[src/rtl/fetch_queue_nwide_pkg.sv]
// Shared defaults and encodings for the N-wide fetch queue.
package fetch_queue_nwide_pkg;

    localparam int unsigned FETCH_W_DEF = 2;
    localparam int unsigned DEPTH_DEF   = 8;
    localparam int unsigned ADDR_W_DEF  = 12;
    localparam int unsigned INSN_W_DEF  = 32;

    localparam logic [31:0] NOP_INSN = 32'h0000_0000;

endpackage

[src/rtl/fq_storage.sv]
// Circular data array: FETCH_W writes at consecutive slots, FETCH_W reads from rd_idx onward.
module fq_storage #(
    parameter int FETCH_W = 2,
    parameter int DEPTH   = 8,
    parameter int ADDR_W  = 12,
    parameter int INSN_W  = 32
) (
    input  logic                         clock,
    input  logic                         wr_en,
    input  logic [$clog2(DEPTH)-1:0]     wr_idx,
    input  logic [FETCH_W*INSN_W-1:0]    wr_insn,
    input  logic [FETCH_W*ADDR_W-1:0]    wr_pc,
    input  logic [$clog2(DEPTH)-1:0]     rd_idx,
    output logic [FETCH_W*INSN_W-1:0]    rd_insn,
    output logic [FETCH_W*ADDR_W-1:0]    rd_pc
);

    localparam int PTR_W = $clog2(DEPTH);

    logic [INSN_W-1:0] insn_q [DEPTH];
    logic [INSN_W-1:0] insn_d [DEPTH];
    logic [ADDR_W-1:0] pc_q   [DEPTH];
    logic [ADDR_W-1:0] pc_d   [DEPTH];
    logic [PTR_W-1:0]  w_idx;
    logic [PTR_W-1:0]  r_idx;

    // Slot indices wrap through the PTR_W-bit addition.
    always_comb begin
        insn_d = insn_q;
        pc_d   = pc_q;
        w_idx  = '0;
        if (wr_en) begin
            for (int i = 0; i < FETCH_W; i++) begin
                w_idx         = wr_idx + PTR_W'(i);
                insn_d[w_idx] = wr_insn[i*INSN_W +: INSN_W];
                pc_d[w_idx]   = wr_pc[i*ADDR_W +: ADDR_W];
            end
        end
    end

    always_ff @(posedge clock) begin
        insn_q <= insn_d;
        pc_q   <= pc_d;
    end

    always_comb begin
        rd_insn = '0;
        rd_pc   = '0;
        r_idx   = '0;
        for (int i = 0; i < FETCH_W; i++) begin
            r_idx                          = rd_idx + PTR_W'(i);
            rd_insn[i*INSN_W +: INSN_W]    = insn_q[r_idx];
            rd_pc[i*ADDR_W +: ADDR_W]      = pc_q[r_idx];
        end
    end

endmodule

[src/rtl/fetch_queue_nwide.sv]
// N-wide fetch front end: drives FETCH_W imem lanes, buffers insn+PC, presents oldest FETCH_W to decode.
module fetch_queue_nwide
    import fetch_queue_nwide_pkg::*;
#(
    parameter int FETCH_W = FETCH_W_DEF,
    parameter int DEPTH   = DEPTH_DEF,
    parameter int ADDR_W  = ADDR_W_DEF,
    parameter int INSN_W  = INSN_W_DEF
) (
    input  logic                           clock,
    input  logic                           reset,
    output logic [FETCH_W*ADDR_W-1:0]      imem_addr,
    output logic [FETCH_W-1:0]             imem_rden,
    input  logic [FETCH_W*INSN_W-1:0]      imem_q,
    input  logic                           redirect_valid,
    input  logic [ADDR_W-1:0]              redirect_pc,
    output logic [FETCH_W*INSN_W-1:0]      out_insn,
    output logic [FETCH_W*ADDR_W-1:0]      out_pc,
    output logic [FETCH_W-1:0]             out_valid,
    input  logic [$clog2(FETCH_W+1)-1:0]   deq_count,
    output logic [$clog2(DEPTH+1)-1:0]     occupancy,
    output logic [ADDR_W-1:0]              fetch_pc
);

    localparam int PTR_W = $clog2(DEPTH);
    localparam int OCC_W = $clog2(DEPTH+1);

    logic [ADDR_W-1:0] fetch_pc_q, fetch_pc_d;
    logic [PTR_W-1:0]  head_q, head_d;
    logic [PTR_W-1:0]  tail_q, tail_d;
    logic [OCC_W-1:0]  occ_q, occ_d;

    logic              enq;
    logic [OCC_W-1:0]  free_slots;
    logic [OCC_W-1:0]  deq_req;
    logic [OCC_W-1:0]  deq_eff;
    logic [FETCH_W*INSN_W-1:0] rd_insn;
    logic [FETCH_W*ADDR_W-1:0] rd_pc;

    // Fetch admission looks only at registered occupancy; a same-cycle dequeue earns no credit.
    always_comb begin
        free_slots = OCC_W'(DEPTH) - occ_q;
        enq        = !reset && !redirect_valid && (free_slots >= OCC_W'(FETCH_W));
        deq_req    = OCC_W'(deq_count);
        deq_eff    = (deq_req > occ_q) ? occ_q : deq_req;
    end

    always_comb begin
        fetch_pc_d = fetch_pc_q;
        head_d     = head_q;
        tail_d     = tail_q;
        occ_d      = occ_q;
        if (reset) begin
            fetch_pc_d = '0;
            head_d     = '0;
            tail_d     = '0;
            occ_d      = '0;
        end else if (redirect_valid) begin
            fetch_pc_d = redirect_pc;
            head_d     = '0;
            tail_d     = '0;
            occ_d      = '0;
        end else begin
            head_d = head_q + PTR_W'(deq_eff);
            occ_d  = occ_q + (enq ? OCC_W'(FETCH_W) : '0) - deq_eff;
            if (enq) begin
                tail_d     = tail_q + PTR_W'(FETCH_W);
                fetch_pc_d = fetch_pc_q + ADDR_W'(FETCH_W);
            end
        end
    end

    always_ff @(posedge clock) begin
        fetch_pc_q <= fetch_pc_d;
        head_q     <= head_d;
        tail_q     <= tail_d;
        occ_q      <= occ_d;
    end

    always_ff @(posedge clock) begin
        if (!reset && !redirect_valid) begin
            assert (OCC_W'(deq_count) <= occ_q);
        end
    end

    fq_storage #(
        .FETCH_W (FETCH_W),
        .DEPTH   (DEPTH),
        .ADDR_W  (ADDR_W),
        .INSN_W  (INSN_W)
    ) u_storage (
        .clock   (clock),
        .wr_en   (enq),
        .wr_idx  (tail_q),
        .wr_insn (imem_q),
        .wr_pc   (imem_addr),
        .rd_idx  (head_q),
        .rd_insn (rd_insn),
        .rd_pc   (rd_pc)
    );

    // Invalid lanes are forced to NOP/0 so never-written slots cannot leak unknowns.
    always_comb begin
        imem_addr = '0;
        out_insn  = '0;
        out_pc    = '0;
        out_valid = '0;
        imem_rden = {FETCH_W{enq}};
        for (int i = 0; i < FETCH_W; i++) begin
            imem_addr[i*ADDR_W +: ADDR_W] = fetch_pc_q + ADDR_W'(i);
            out_valid[i] = !reset && (occ_q > OCC_W'(i));
            out_insn[i*INSN_W +: INSN_W] = out_valid[i] ? rd_insn[i*INSN_W +: INSN_W]
                                                        : INSN_W'(NOP_INSN);
            out_pc[i*ADDR_W +: ADDR_W]   = out_valid[i] ? rd_pc[i*ADDR_W +: ADDR_W] : '0;
        end
        occupancy = occ_q;
        fetch_pc  = fetch_pc_q;
    end

endmodule

[config.mk]
export PLATFORM = sky130hd
export DESIGN_NAME = fetch_queue_nwide
export DESIGN_NICKNAME = d
export VERILOG_FILES = /design/src/rtl/fetch_queue_nwide_pkg.sv /design/src/rtl/fq_storage.sv /design/src/rtl/fetch_queue_nwide.sv
export SDC_FILE = /design/constraint.sdc
export NUM_CORES = 1
export LEC_CHECK = 0
export CAP_MARGIN = 10
export CORE_MARGIN = 2
export CORE_UTILIZATION = 60
export CTS_BUF_LIST = sky130_fd_sc_hd__clkbuf_8
export CTS_CLUSTER_SIZE = 12
export DETAILED_ROUTE_END_ITERATION = 6
export PLACE_DENSITY = 0.83
export REMOVE_ABC_BUFFERS = 1
export SLEW_MARGIN = 40
export SYNTH_ARGS = -nofsm -noshare
export SYNTH_HDL_FRONTEND = slang
export SYNTH_HIERARCHICAL = 1
export SYNTH_SLANG_ARGS = --single-unit
[constraint.sdc]
create_clock -name clock -period 10.5 [get_ports clock]
set_input_delay 3.15 -clock clock [delete_from_list [all_inputs] [get_ports clock]]
set_output_delay 3.15 -clock clock [all_outputs]
set_load 0.03 [all_outputs]
==> results.sh, run 1 <==
export IMPL_outcome="finished with violations"
export IMPL_violations="max-slew violations"
export IMPL_worstPathArrival_ps=5690
export IMPL_p_sw_uw=2210
export IMPL_yosys_most_used_dff="edfxtp_1"
export IMPL_yosysTopAreaCell="edfxtp_1"
export IMPL_die_h_um=198
export IMPL_post_route_min_period_ps=8840
export IMPL_die_w_um=198
export IMPL_gp_congestion=0.808
export IMPL_route_detailed_drc=0
export IMPL_core_um2=37400
export IMPL_finalNonFillerCells=2400
export IMPL_grt_pass1_wl_um=103000
export IMPL_synth_edf_count=352
export IMPL_cts_buffers=60
export IMPL_clockBufferDepth=3
export IMPL_seqPwrFrac_pct=33.8
export IMPL_clk_pin_slew_ps=70
export IMPL_grt_total_usage_pct=34.9
export IMPL_synthToLayoutAreaGrowth_pct=13.9
export IMPL_skew_ps=25.0
export IMPL_sw_frac_of_total_pct=39.1
export IMPL_intPower_uw=3450
export IMPL_grt_pass1_vias=17600
export IMPL_ctsRootBufferMaster="clkbuf_8"
export IMPL_rsz0062_at_grt="no"
export IMPL_yosysTopAreaCellShare_pct=46.7
export IMPL_drt_iter0_drc=2306
export IMPL_hold_violations=0
export IMPL_synth_area_top_cells="edfxtp_1 (47%), a22o_1 (14%), mux4_2 (8.8%), mux2i_1 (4.0%), a2111oi_0 (3.4%)"
export IMPL_synth_area_um2=22600
export IMPL_h_tree_depth=2
export IMPL_combPwrFrac_pct=45.4
export IMPL_syn_inst=1805
export IMPL_reg2reg_setup_slack_ps=6720
export IMPL_syn_avg_cell_area_um2=12.5
export IMPL_setup_viol=0
export IMPL_timing_slew_headroom_pct=-266
export IMPL_grt_max_degree=151
export IMPL_initial_core_util_pct=60.5
export IMPL_worst_pin_slew_ps=5470
export IMPL_cp_required_ps=7350
export IMPL_finalCritPeriodShare_pct=84.1
export IMPL_num_vias=17300
export IMPL_die_area_um2=39300
export IMPL_via_per_inst=7.21
export IMPL_drv_slew=368
export IMPL_end_kind="output pin"
export IMPL_p_per_area_nw_per_um2=220
export IMPL_nets=1932
export IMPL_place_port_buffers=212
export IMPL_holdWs_ps=702
export IMPL_clkPwrFrac_pct=20.8
export IMPL_io_pins=213
export IMPL_hpwl_um=35900
export IMPL_yosysWarnings=6
export IMPL_post_cts_resize_count=0
export IMPL_wire_per_inst_um=28.6
export IMPL_yosysSeqAreaShare_pct=48.5
export IMPL_cts_hold_buffers=0
export IMPL_async_reset_ff_share_pct=0
export IMPL_peakVddDrop_v=0.000264
export IMPL_final_area_um2=25800
export IMPL_antenna_found_initial=6
export IMPL_postPlaceCellArea_um2=24600
export IMPL_cts_setup_buffers=0
export IMPL_critPathMaxFanout=18
export IMPL_critPathKind="in -> out"
export IMPL_cts_sinks=373
export IMPL_critPathLaunchType="primary input"
export IMPL_wirelength_um=68700
export IMPL_drv_cap=0
export IMPL_power_leakage_uw=0.00880
export IMPL_hold_class="reg -> reg"
export IMPL_clock_latency_ps=650
export IMPL_dp_cells=2282
export IMPL_utilization_pct=69.0
export IMPL_synthDistinctLibCells=53
export IMPL_drtAntennaViolNets=0
export IMPL_ys_ff_latch=373
export IMPL_cts_tree="built"
export IMPL_rows=71
export IMPL_total_power_uw=5670
export IMPL_drive_gt1_share_pct=14.5
export IMPL_grt_ovfl_total=0
export IMPL_max_clock_freq_ghz=0.113
export IMPL_dr_pass1_iters=6
routing by layer:
layer	part of all wire (%)	wire, um	global-route usage, %	up-vias
met5	0.036	25	0	-
li1	-	-	-	7292
met1	37	25100	46.1	8493
met4	3.9	2680	15.0	4
met3	13	8680	8.11	235
met2	47	32200	55.6	1280
area by class of cell:
type,instances,area [um2]
Fill cell,2565,11600
Sequential cell,373,11000
Multi-Input combinational cell,1140,10500
Timing Repair Buffer,244,2460
Clock buffer,64,881
Tap cell,511,639
Clock inverter,48,238
Inverter,15,56.3
Antenna cell,5,12.5
worst paths after layout:
| path | start | endpoint | depth (start not counted) |
|---|---|---|---|
| worst max-delay path | reset | imem_rden[1] | 4 |
| worst min-delay path | tail_q[2] | tail_q[2] | 2 |
| worst max register to register | occupancy[1] | u_storage/insn_q[36] | 8 |
| worst min register to register | tail_q[2] | tail_q[2] | 2 |
layout by cell type, fill, tap and decap left out, drive strengths merged, types with 4 or more instances in the layout:
| master | Yosys | layout |
|---|---|---|
| ha | 15 | 15 |
| and2 | 91 | 91 |
| clkdlybuf4s50 | 0 | 212 |
| or4 | 7 | 7 |
| clkinv | 0 | 24 |
| conb | 1 | 5 |
| mux4 | 88 | 88 |
| a2111oi | 88 | 88 |
| diode | 0 | 5 |
| o31ai | 7 | 7 |
| nor3b | 5 | 5 |
| nor3 | 4 | 4 |
| nand3 | 4 | 4 |
| inv | 15 | 37 |
| and3 | 91 | 91 |
| a311oi | 8 | 8 |
| dfxtp | 21 | 21 |
| nor4 | 45 | 45 |
| mux2i | 90 | 90 |
| o21ai | 7 | 7 |
| xnor2 | 5 | 5 |
| clkbuf | 103 | 64 |
| xor2 | 13 | 13 |
| or3 | 4 | 4 |
| nor2b | 89 | 89 |
| mux2 | 44 | 44 |
| o21a | 8 | 8 |
| nand2 | 13 | 13 |
| a22o | 352 | 352 |
| a21oi | 4 | 4 |
| edfxtp | 352 | 352 |
| buf | 178 | 32 |
| nor2 | 32 | 32 |
metrics by stage:
step,setup TNS (ps),setup WS (ps)
finish,0,1660
global route,0,1550
CTS,0,1210
detailed placement,0,1220
global placement,0,1300
floorplan,-121830,-2850
power groups by stage:
stage | combinational (uW) | sequential [uW] | clock (uW)
after floorplan | 1640 | 2000 | 0
after global placement | 2400 | 1930 | 0
after detailed placement | 2460 | 1940 | 0
after CTS | 2470 | 1910 | 1180
after global routing | 2710 | 1930 | 1240
final | 2570 | 1910 | 1180
synthesized netlist by cell type (2+ instances only):
cell type  instances
o31ai_1            7
nor4_1            45
mux2_2            44
nand2b_1           2
buf_1             97
a22o_1           352
dfxtp_1           21
nand3_1            4
and3_1            90
or3_1              4
buf_6              4
a311oi_1           8
xnor2_1            4
and3b_1            2
a2111oi_0         88
buf_4             21
or2_2              3
inv_1             15
xor2_1            12
o211ai_1           2
o31a_1             2
fa_1               2
clkbuf_1         103
mux4_2            88
edfxtp_1         352
nor2_1            32
o21ai_0            6
nor2b_1           89
ha_1              15
buf_2             56
or4_1              7
o21a_1             8
nor3_2             3
and2_1            91
nor3b_2            3
mux2i_1           90
a21oi_1            4
nand2_1           13
nor3b_1            2
flip-flops by register name, indices dropped and copies added (netlist names):
name	flops
tail_q	2
u_storage/pc_q	96
head_q	3
fetch_pc	12
occupancy	4
u_storage/insn_q	256
cells by family after synthesis:
logic type,synth area share (%)
AO/OA/AOI/OAI,18.4
other,0.0166
multiplexers,14.9
AND/OR/NAND/NOR,10.7
buffers and inverters,5.70
adder cells (fa/ha/maj),1.01
XOR/XNOR,0.763
flip-flops,48.5
worst max-delay path, cell delays in order:
cell and delay [ps]:
clkdlybuf4s50_1 760, or2_2 520, nor2_2 470, clkdlybuf4s50_1 780
No activity file was read; power rests on OpenSTA's default activity.
==> run 2: changes to the inputs <==
--- a/config.mk
+++ b/config.mk
@@ -7,11 +7,11 @@
 export LEC_CHECK = 0
 export CAP_MARGIN = 10
 export CORE_MARGIN = 2
-export CORE_UTILIZATION = 60
+export CORE_UTILIZATION = 54
 export CTS_BUF_LIST = sky130_fd_sc_hd__clkbuf_8
 export CTS_CLUSTER_SIZE = 12
 export DETAILED_ROUTE_END_ITERATION = 6
-export PLACE_DENSITY = 0.83
+export PLACE_DENSITY = 0.79
 export REMOVE_ABC_BUFFERS = 1
 export SLEW_MARGIN = 40
 export SYNTH_ARGS = -nofsm -noshare
==> constraint.sdc (replaced) <==
create_clock -name clock -period 7.67 [get_ports clock]
set_input_delay 2.301 -clock clock [delete_from_list [all_inputs] [get_ports clock]]
set_output_delay 2.301 -clock clock [all_outputs]
set_load 0.03 [all_outputs]
==> results.sh, run 2 (synthesis results as in run 1) <==
export IMPL_outcome="finished with violations"
export IMPL_violations="max-slew violations"
export IMPL_synthToLayoutAreaGrowth_pct=14.7
export IMPL_worst_pin_slew_ps=5300
export IMPL_p_sw_uw=3020
export IMPL_grt_total_usage_pct=31.0
export IMPL_seqPwrFrac_pct=33.7
export IMPL_clockBufferDepth=3
export IMPL_cp_required_ps=5370
export IMPL_clock_latency_ps=680
export IMPL_drv_slew=368
export IMPL_top_usage_layer="met2"
export IMPL_sw_frac_of_total_pct=39.0
export IMPL_skew_ps=29.6
export IMPL_timing_slew_headroom_pct=-255
export IMPL_route_detailed_drc=0
export IMPL_post_route_min_period_ps=6700
export IMPL_wirelength_um=69000
export IMPL_dp_cells=2314
export IMPL_met1_usage_pct=41.3
export IMPL_grt_pass1_wl_um=102000
export IMPL_grt_ovfl_total=0
export IMPL_critPathKind="in -> out"
export IMPL_drtAntennaViolNets=0
export IMPL_num_vias=17100
export IMPL_antenna_found_initial=8
export IMPL_p_per_area_nw_per_um2=298
export IMPL_tns_ps=0
export IMPL_intPower_uw=4720
export IMPL_post_cts_resize_count=0
export IMPL_most_common_layout_cells="a22o_1 (352), edfxtp_1 (352), clkdlybuf4s50_1 (167)"
export IMPL_critPathLaunchType="primary input"
export IMPL_hpwl_um=36600
export IMPL_cts_hold_buffers=0
export IMPL_path_cells="clkdlybuf4s50_1 > buf_4 > a21oi_4 > buf_4 > a21boi_4 > buf_4 > and2_1 > buf_12"
export IMPL_finalCritPeriodShare_pct=87.3
export IMPL_cts_setup_buffers=0
export IMPL_use_met2_pct=48.9
export IMPL_rsz0062_at_grt="no"
export IMPL_crit_family="buffers and inverters"
export IMPL_critPathMaxFanout=47
export IMPL_nFillCells=3206
export IMPL_wire_per_inst_um=28.5
export IMPL_drv_cap=0
export IMPL_met3_usage_pct=5.97
export IMPL_h_tree_depth=2
export IMPL_cts_tree="built"
export IMPL_hold_class="reg -> reg"
export IMPL_largest_register="u_storage/insn_q"
export IMPL_core_um2=41700
export IMPL_die_h_um=209
export IMPL_clkPwrFrac_pct=20.4
export IMPL_ctsRootBufferMaster="clkbuf_8"
export IMPL_io_pins=213
export IMPL_setup_viol=0
export IMPL_drive_gt1_share_pct=16.9
export IMPL_power_leakage_uw=0.00893
export IMPL_max_clock_freq_ghz=0.149
export IMPL_critical_path_max_stage_delay_ps=450
export IMPL_die_area_um2=43600
export IMPL_finalNonFillerCells=2425
export IMPL_slowest_stage="buf_4"
export IMPL_critPathMostFrequentCell="buf_4"
export IMPL_grt_max_degree=122
export IMPL_dr_pass1_iters=6
export IMPL_largest_register_ffs=256
export IMPL_via_per_inst=7.07
export IMPL_critical_path_buf_inv_count=5
export IMPL_hold_violations=0
export IMPL_end_kind="output pin"
export IMPL_drt_iter0_drc=2010
export IMPL_cts_buffers=59
export IMPL_place_port_buffers=212
export IMPL_initial_core_util_pct=54.3
export IMPL_die_w_um=209
export IMPL_nets=1936
export IMPL_worstPathArrival_ps=4400
export IMPL_utilization_pct=62.3
export IMPL_clk_pin_slew_ps=60
export IMPL_rows=75
export IMPL_cts_sinks=373
export IMPL_gp_congestion=0.787
export IMPL_peakVddDrop_v=0.000232
export IMPL_combPwrFrac_pct=46.0
export IMPL_grt_pass1_vias=17200
## run 2: power groups by stage
stage                     sequential (uW)  clock (uW)  combinational [uW]
after floorplan                      2740           0                2240
after global placement               2630           0                3330
after detailed placement             2640           0                3420
after CTS                            2600        1590                3430
after global routing                 2620        1660                3750
final                                2610        1580                3560
## run 2: metal layers
| metal | up-vias | part of all wire [%] |
|---|---|---|
| met3 | 222 | 11 |
| met2 | 1164 | 47 |
| met4 | 10 | 3.9 |
| li1 | 7286 | - |
| met1 | 8461 | 38 |
| met5 | - | 0.094 |
## run 2: layout make-up
class / count / area [um2] / area share [%]
sequential: 373 / 11000 / 42.4
clock inverter: 43 / 205 / 0.790
antenna: 4 / 10.0 / 0.0385
multi-input combinational: 1140 / 10600 / 40.7
timing repair buffer: 249 / 2610 / 10.0
inverter: 15 / 56.3 / 0.217
tap: 539 / 674 / 2.60
clock buffer: 62 / 853 / 3.29
## run 2: metrics by stage
step                      total power [uW]  setup slack [ps]  area, um2  hold WS, ps
after floorplan                       4980             -4830      21400          580
after global placement                5960               961      24600          676
after detailed placement              6060               898      24800          689
after CTS                             7620               895      25900          709
after global routing                  8040               800      26000          773
final                                 7740               971      26000          727
## run 2: tightest hold or removal path: stages, from the launching register on
cell	delay, ps
dfxtp_1	380
o2111ai_1	160
xnor2_1	70
nor2_1	70
## run 2: worst paths after layout
check                     from      endpoint  slack [ps]  depth (start not counted)
setup / recovery         reset    out_pc[20]         970                          8
hold / removal    occupancy[2]     head_q[2]         730                          3
setup reg to reg  occupancy[1]  occupancy[3]        4260                         12
hold reg to reg   occupancy[2]     head_q[2]         730                          3
==> run 3: changes to the inputs <==
--- a/config.mk
+++ b/config.mk
@@ -13,7 +13,7 @@
 export DETAILED_ROUTE_END_ITERATION = 6
 export PLACE_DENSITY = 0.79
 export REMOVE_ABC_BUFFERS = 1
-export SLEW_MARGIN = 40
+export SLEW_MARGIN = 20
 export SYNTH_ARGS = -nofsm -noshare
 export SYNTH_HDL_FRONTEND = slang
 export SYNTH_HIERARCHICAL = 1
==> results.sh, run 3 (synthesis results as in run 1) <==
export IMPL_sw_frac_of_total_pct=38.9
export IMPL_clkPwrFrac_pct=20.5
export IMPL_outcome="finished with violations"
export IMPL_num_vias=17100
export IMPL_die_w_um=209
export IMPL_cts_sinks=373
export IMPL_cts_tree="built"
export IMPL_ctsRootBufferMaster="clkbuf_8"
export IMPL_rsz0062_at_grt="no"
export IMPL_drt_iter0_drc=1874
export IMPL_finalCritPeriodShare_pct=87.8
export IMPL_peakVddDrop_v=0.000238
export IMPL_grt_max_degree=122
export IMPL_tns_ps=0
export IMPL_multi_input_area_um2=10500
export IMPL_top_usage_layer="met2"
export IMPL_timing_slew_headroom_pct=-259
export IMPL_initial_core_util_pct=54.3
export IMPL_route_detailed_drc=0
export IMPL_clock_latency_ps=660
export IMPL_intPower_uw=4700
export IMPL_end_kind="output pin"
export IMPL_drive_gt1_share_pct=16.3
export IMPL_post_cts_resize_count=0
export IMPL_skew_ps=43.1
export IMPL_seqCellArea_um2=11000
export IMPL_nets=1923
export IMPL_post_route_min_period_ps=6740
export IMPL_wirelength_um=68400
export IMPL_setup_viol=0
export IMPL_p_per_area_nw_per_um2=300
export IMPL_wire_per_inst_um=28.4
export IMPL_grt_ovfl_total=0
export IMPL_gp_congestion=0.787
export IMPL_worst_pin_slew_ps=5360
export IMPL_grt_total_usage_pct=30.7
export IMPL_hold_class="reg -> reg"
export IMPL_drv_slew=368
export IMPL_cts_setup_buffers=0
export IMPL_die_h_um=209
export IMPL_combPwrFrac_pct=45.6
export IMPL_dr_pass1_iters=5
export IMPL_largest_register_ffs=256
export IMPL_met3_usage_pct=5.77
export IMPL_rows=75
export IMPL_finalNonFillerCells=2408
export IMPL_min_from="occupancy[2]"
export IMPL_met1_usage_pct=41.2
export IMPL_worstPathArrival_ps=4440
export IMPL_hold_violations=0
export IMPL_max_clock_freq_ghz=0.148
export IMPL_dp_cells=2303
export IMPL_most_common_layout_cells="a22o_1 (352), edfxtp_1 (352), clkdlybuf4s50_1 (167)"
export IMPL_critical_path_max_stage_delay_ps=460
export IMPL_critPathLaunchType="primary input"
export IMPL_drtAntennaViolNets=0
export IMPL_via_per_inst=7.09
export IMPL_use_met2_pct=49.5
export IMPL_die_area_um2=43600
export IMPL_synthToLayoutAreaGrowth_pct=13.3
export IMPL_critPathKind="in -> out"
export IMPL_power_leakage_uw=0.00882
export IMPL_nFillCells=3196
export IMPL_worstReg2RegStart="occupancy[1]"
export IMPL_largest_register="u_storage/insn_q"
export IMPL_clk_pin_slew_ps=60
export IMPL_slowest_stage="buf_4"
export IMPL_path_cells="clkdlybuf4s50_1 > buf_4 > a21oi_4 > buf_4 > a21boi_4 > buf_4 > and2_1 > buf_12"
export IMPL_clockBufferDepth=3
export IMPL_grt_pass1_vias=17000
export IMPL_place_port_buffers=212
export IMPL_crit_path_start="reset"
export IMPL_cts_hold_buffers=0
export IMPL_p_sw_uw=3000
export IMPL_seqPwrFrac_pct=33.9
export IMPL_h_tree_depth=2
export IMPL_cp_required_ps=5370
export IMPL_final_area_um2=25700
export IMPL_io_pins=213
export IMPL_critPathMostFrequentCell="buf_4"
export IMPL_holdWs_ps=711
export IMPL_drv_cap=0
export IMPL_core_um2=41700
export IMPL_grt_pass1_wl_um=101000
export IMPL_hpwl_um=34400
export IMPL_violations="max-slew violations"
export IMPL_cts_buffers=59
export IMPL_antenna_found_initial=6
export IMPL_critPathMaxFanout=46
export IMPL_postPlaceCellArea_um2=24600
-- run 3: metal layers --
metal  share of wire [%]  routed length [um]  vias to the layer above
li1                    -                   -                     7260
met1                  38               26000                     8472
met2                  47               32200                     1147
met3                  11                7570                      199
met4                 3.8                2600                        6
met5               0.053                  36                        -
-- run 3: power by group through the flow --
stage | Combinational, uW | Sequential (uW) | Clock, uW
global route | 3700 | 2630 | 1680
global placement | 3330 | 2630 | 0
detailed placement | 3390 | 2650 | 0
floorplan | 2240 | 2740 | 0
CTS | 3400 | 2600 | 1590
finish | 3510 | 2610 | 1580
-- run 3: worst max-delay path: cells and delay by family --
family,cells,cell delay (ps)
AND/OR/NAND/NOR,1,230
AO/OA/AOI/OAI,2,390
buffers and inverters,5,1490
-- run 3: path summary, 6_finish.rpt --
path,cells after the start,end,slack (ps)
max reg2reg,12,occupancy[3],4250
min reg2reg,3,head_q[2],710
min,3,head_q[2],710
max,8,out_pc[20],930
-- run 3: layout make-up --
| class | count | share of cell area (%) |
|---|---|---|
| Antenna cell | 3 | 0.0293 |
| Clock buffer | 64 | 3.43 |
| Clock inverter | 38 | 0.707 |
| Inverter | 15 | 0.219 |
| Multi-Input combinational cell | 1140 | 41.1 |
| Sequential cell | 373 | 42.9 |
| Tap cell | 539 | 2.63 |
| Timing Repair Buffer | 236 | 9.04 |
-- run 3: per-stage QoR --
| step | power, uW | utilization, % | setup slack [ps] |
|---|---|---|---|
| 5_1_grt | 8000 | 61.6 | 783 |
| 6_report | 7700 | 61.6 | 932 |
| 2_1_floorplan | 4980 | - | -4830 |
| 3_5_place_dp | 6030 | 59.0 | 879 |
| 3_3_place_gp | 5960 | 59.0 | 961 |
| 4_1_cts | 7590 | 61.6 | 871 |
